$ cat src/rtl/cordic_share_arbiter.sv
// cordic_share_arbiter: round-robin sharing of one CORDIC pipeline between two requesters with per-requester result FIFOs
module cordic_share_arbiter #(
  parameter int LATENCY    = 10,
  parameter int FIFO_DEPTH = 4
) (
  input  logic        clock,
  input  logic        reset,
  input  logic        req0_valid,
  output logic        req0_ready,
  input  logic        req0_mode,
  input  logic [15:0] req0_x,
  input  logic [15:0] req0_y,
  input  logic [15:0] req0_angle,
  input  logic        req1_valid,
  output logic        req1_ready,
  input  logic        req1_mode,
  input  logic [15:0] req1_x,
  input  logic [15:0] req1_y,
  input  logic [15:0] req1_angle,
  output logic        res0_valid,
  input  logic        res0_ready,
  output logic [15:0] res0_a,
  output logic [15:0] res0_b,
  output logic        res1_valid,
  input  logic        res1_ready,
  output logic [15:0] res1_a,
  output logic [15:0] res1_b,
  output logic        cd_op_mode,
  output logic [15:0] cd_x,
  output logic [15:0] cd_y,
  output logic [15:0] cd_angle,
  input  logic [15:0] cd_x_or_phase,
  input  logic [15:0] cd_y_or_size,
  output logic        busy
);
  localparam int AW = $clog2(FIFO_DEPTH);
  localparam int CW = AW + 1;
  localparam int IW = $clog2(LATENCY + 1) + 1;

  logic               cur_mode_q, rr_ptr_q, switch_pending_q, pending_mode_q;
  logic [LATENCY-1:0] tag_v_q, tag_id_q;
  logic [IW-1:0]      inflight_q;
  logic [1:0]         rv, rm, rr, elig, push, pop, empty, full;
  logic [1:0][31:0]   head;
  logic               any, win, cap, cid;
  logic [31:0]        cap_data;

  assign rv = {req1_valid, req0_valid};
  assign rm = {req1_mode, req0_mode};
  assign rr = {res1_ready, res0_ready};

  // rr_ptr requester wins when eligible, otherwise the other one
  assign any        = |elig;
  assign win        = elig[rr_ptr_q] ? rr_ptr_q : ~rr_ptr_q;
  assign req0_ready = any & ~win;
  assign req1_ready = any & win;

  assign cd_op_mode = cur_mode_q;
  assign cd_x       = any ? (win ? req1_x : req0_x) : '0;
  assign cd_y       = any ? (win ? req1_y : req0_y) : '0;
  assign cd_angle   = any ? (win ? req1_angle : req0_angle) : '0;

  assign cap      = tag_v_q[LATENCY-1];
  assign cid      = tag_id_q[LATENCY-1];
  assign cap_data = {cd_x_or_phase, cd_y_or_size};

  assign res0_valid       = ~empty[0];
  assign res1_valid       = ~empty[1];
  assign {res0_a, res0_b} = head[0];
  assign {res1_a, res1_b} = head[1];
  assign busy             = |tag_v_q | ~&empty;

  // arbitration pointer, tag pipe, in-flight count and drain-then-switch mode control
  always_ff @(posedge clock or negedge reset) begin
    if (!reset) begin
      cur_mode_q       <= 1'b0;
      rr_ptr_q         <= 1'b0;
      switch_pending_q <= 1'b0;
      pending_mode_q   <= 1'b0;
      tag_v_q          <= '0;
      tag_id_q         <= '0;
      inflight_q       <= '0;
    end else begin
      tag_v_q    <= {tag_v_q[LATENCY-2:0], any};
      tag_id_q   <= {tag_id_q[LATENCY-2:0], any & win};
      inflight_q <= inflight_q + IW'(any) - IW'(cap);
      if (any) rr_ptr_q <= ~win;
      if (switch_pending_q && inflight_q == '0) begin
        cur_mode_q       <= pending_mode_q;
        switch_pending_q <= 1'b0;
      end else if (!switch_pending_q && rv[rr_ptr_q] && rm[rr_ptr_q] != cur_mode_q) begin
        switch_pending_q <= 1'b1;
        pending_mode_q   <= rm[rr_ptr_q];
      end
    end
  end

  for (genvar r = 0; r < 2; r++) begin : g_req
    logic [CW-1:0] credits_q;
    logic [AW:0]   wp_q, rp_q;
    logic [31:0]   mem_q [FIFO_DEPTH];
    logic          gnt;

    assign gnt      = any & (win == 1'(r));
    assign elig[r]  = reset & rv[r] & (credits_q != '0) & (rm[r] == cur_mode_q) & ~switch_pending_q;
    assign empty[r] = wp_q == rp_q;
    assign full[r]  = (wp_q ^ rp_q) == {1'b1, {AW{1'b0}}};
    assign push[r]  = cap & (cid == 1'(r));
    assign pop[r]   = ~empty[r] & rr[r];
    assign head[r]  = empty[r] ? '0 : mem_q[rp_q[AW-1:0]];

    // credits track free FIFO slots including results still in flight
    always_ff @(posedge clock or negedge reset) begin
      if (!reset) begin
        credits_q <= CW'(FIFO_DEPTH);
        wp_q      <= '0;
        rp_q      <= '0;
      end else begin
        credits_q <= credits_q - CW'(gnt) + CW'(pop[r]);
        if (push[r]) wp_q <= wp_q + 1'b1;
        if (pop[r]) rp_q <= rp_q + 1'b1;
      end
    end

    // result storage needs no reset; validity comes from the pointers
    always_ff @(posedge clock) begin
      if (push[r]) mem_q[wp_q[AW-1:0]] <= cap_data;
    end

    a_no_overflow: assert property (@(posedge clock) disable iff (!reset) !(push[r] && full[r] && !pop[r]));
  end
endmodule
$ cat config.mk
export PLATFORM = sky130hd
export DESIGN_NAME = cordic_share_arbiter
export DESIGN_NICKNAME = d
export VERILOG_FILES = /design/src/rtl/cordic_share_arbiter.sv
export SDC_FILE = /design/constraint.sdc
export NUM_CORES = 1
export LEC_CHECK = 0
export ABC_CLOCK_PERIOD_IN_PS = 8100
export BUFFER_PORTS_ARGS = -buffer_cell sky130_fd_sc_hd__buf_4
export CORE_ASPECT_RATIO = 1.2
export CORE_MARGIN = 2
export CORE_UTILIZATION = 50
export DETAILED_ROUTE_END_ITERATION = 16
export GPL_TIMING_DRIVEN = 0
export HOLD_SLACK_MARGIN = 0.03
export PLACE_DENSITY = 0.79
export SETUP_SLACK_MARGIN = 0.15
export SYNTH_ARGS = -nofsm -noshare
export SYNTH_HDL_FRONTEND = slang
export SYNTH_SLANG_ARGS = --single-unit
$ cat constraint.sdc
create_clock -name clock -period 8.1 [get_ports clock]
set_clock_uncertainty 0.2 [all_clocks]
set_input_delay 0.81 -clock clock [delete_from_list [all_inputs] [get_ports clock]]
set_output_delay 0.81 -clock clock [all_outputs]
set_load 0.02 [all_outputs]
==> out/results.txt <==
slowest CP cell -> nor3_2
crit path launch -> g_req[1].rp_q[1]$_DFFE_PN0P_
Vias -> 6871
Crit. End Element -> output port
GPL Wtd Cong -> 0.7104
Worst EP arrival -> 2.89 ns
starting density of the core -> 50.97%
area leader, netlist -> edfxtp_1
post-CTS setup buffer count -> 0
first-pass GRT wire length -> 41880 um
synth warn -> 0
RSZ-0062 raised after global routing -> false
Sum Neg Setup Slack -> 0 ns
cts hold-fix bufs -> 0
crit path buf inv count -> 3
Critical Path Source Type -> register
critical path's top delay family -> buffers and inverters
Starting DRT DRC Count -> 465
Reg-to-Reg End -> g_req[1].credits_q[2]$_DFF_PN1_
CTS buffer count -> 27
syn_area_per_cell -> 19.27 um2
Max Cap Viol -> 0
Synth area leaders -> edfxtp_1 63%, mux4_2 12%, dfrtp_1 9.2%
Synth Cell Area -> 12260 um2
crit-path max FO -> 10
M2 GR Usage -> 41.96%
final hold slack -> 0.07428 ns
Crit path depth -> 6
Max Slew Vio Count -> 0
wire length per cell -> 22.20 um
drt first pass iters -> 4
Unique masters post-synth -> 37
outcome -> finished clean
Worst VDD drop -> 0.3299 mV
leakage -> 6.028 nW
ys async rst share -> 15.51%
setup violators final -> 0
core box area -> 24050 um2
layout cell share with drive strength beyond 1 -> 42.37%
final WL -> 28060 um
slew margin rel. -> 51.00%
Post-synth top flop -> edfxtp_1
pwr dens -> 335.8 nW/um2
Top Usage Layer GRT -> met2
largest net degree at the start of global routing -> 49
met3 Track Usage GR -> 3.662%
clk buf depth -> 3
Final WS setup -> 4.205 ns
DRC -> 0
Setup Slack @ Placement -> 4.197 ns
most frequent cells after synthesis -> 256 x edfxtp_1, 67 x nor2b_1, 64 x mux4_2
clock-pin slew on the worst setup and hold paths -> 0.07 ns
CTS Sinks -> 303
worst-skew pair later-pin latency -> 0.54 ns
Worst path most repeated cell -> clkbuf_1
CP max stage delay -> 0.56 ns
vias in the first global route -> 7227
critical path type -> reg -> out
final period utilization -> 48.09%
Final Total Pwr -> 5.260 mW
Final Hold Fails -> 0
total track usage -> 21.82%
Port Buffers -> 253
vias per cell -> 5.436
HP Class -> in -> async
Synth top area share -> 62.72%
Post-synth EDFFs -> 256
clk root buf -> clkbuf_16
Cells after Synth -> 636
PostCTS Resize Cnt -> 0
die area -> 25790 um2
antenna violations before repair -> 0
setup slack, reg-to-reg -> 4.95 ns
R2R Path Start -> cd_op_mode$_DFFE_PN0P_
Antenna diodes -> 0
CTS tree -> yes
Area Overhead vs Synth -> 27.81%
CP endpoint -> res1_a[3]
fin crit period -> 3.895 ns
fillcell total -> 1654
count leader, synth -> edfxtp_1
Layout Nets -> 1085
met1 GRT Util -> 24.48%
Syn Nets -> 795
Die X -> 146.9 um
Die H -> 175.5 um
post-synthesis sequential area ratio -> 72.34%
Yosys reg bits -> 303
post-route antenna net violation count -> 0
total gr overflow -> 0
H-tree level count -> 1
Rows -> 62
Req. time, crit path -> 7.09 ns
Tightest Pin Transition -> 0.7350 ns
post-detail-place hpwl -> 19540 um
CP cell instances -> clkbuf_1 > xor2_1 > nor3_2 > clkbuf_1 > nor2b_1 > buf_4
Max Fclk -> 256.7 MHz
# IOs -> 254
R2R depth -> 11
-- registers in the layout (all words and copies together) (netlist names), 5 cells and up --
name and cells:
g_req.credits_q 6, g_req.mem_q 256, g_req.rp_q 6, g_req.wp_q 6, inflight_q 5, tag_id_q 10, tag_v_q 10
-- power by group --
| part | switching [mW] | internal (mW) | total, mW |
|---|---|---|---|
| Combinational | 1.13 | 0.940 | 2.07 |
| Clock | 0.530 | 0.774 | 1.30 |
| Sequential | 0.0725 | 1.81 | 1.89 |
| Total | 1.73 | 3.53 | 5.26 |
-- layer usage --
layer	wire length (um)	vias up
li1	-	3078
met1	9425	3444
met2	15640	317
met3	2244	32
met4	751	0
met5	0	-
-- per-stage QoR --
step / util, % / cell area, um2 / instances
after global placement: 60.53 / 14560 / 1209
after CTS: 65.14 / 15670 / 1264
after floorplan: - / 12260 / 636
after detailed placement: 61.33 / 14750 / 1217
final: 65.14 / 15670 / 1264
after global routing: 65.14 / 15670 / 1264
-- cells by family (layout without fill, tap and decap cells) --
family	Yosys count	count (layout)	synth area share, %
buffers and inverters	56	364	1.970
multiplexers	69	69	12.22
adder cells (fa/ha/maj)	23	23	2.532
XOR/XNOR	25	25	1.786
AO/OA/AOI/OAI	65	65	4.430
AND/OR/NAND/NOR	95	95	4.726
flip-flops	303	303	72.34
-- worst min path at each step --
stage / startpoint / end / slack (ns)
3_5_place_dp: tag_id_q[3]$_DFF_PN0_ / tag_id_q[4]$_DFF_PN0_ / 0.13
3_3_place_gp: tag_id_q[5]$_DFF_PN0_ / tag_id_q[6]$_DFF_PN0_ / 0.13
6_report: reset / rr_ptr_q$_DFFE_PN0P_ / 0.07
2_1_floorplan: tag_id_q[0]$_DFF_PN0_ / tag_id_q[1]$_DFF_PN0_ / 0.13
4_1_cts: reset / rr_ptr_q$_DFFE_PN0P_ / 0.08
5_1_grt: reset / rr_ptr_q$_DFFE_PN0P_ / 0.11
-- cell type report --
class,instances,area [um2],area share (%)
buffer,32,151.4,0.9665
clock buffer,35,740.7,4.728
clock inverter,12,175.2,1.118
inverter,24,90.09,0.5751
multi-input combinational,277,3159,20.17
sequential,303,8866,56.60
tap,320,400.4,2.556
timing repair buffer,261,2082,13.29
-- placed cells by master (no fill, tap or decap), types with 5 or more instances in the layout --
cell type,synthesis,layout
xnor2_1,9,9
ha_1,20,20
dfrtp_1,45,45
mux2_2,5,5
nand2_1,8,8
buf_12,0,5
clkbuf_16,0,28
buf_2,13,13
edfxtp_1,256,256
nor2b_1,67,67
buf_4,2,255
mux4_2,64,64
a22o_1,49,49
a21oi_1,5,5
xor2_1,16,16
inv_1,24,24
clkbuf_1,15,20
No activity file was read; power rests on OpenSTA's default activity.
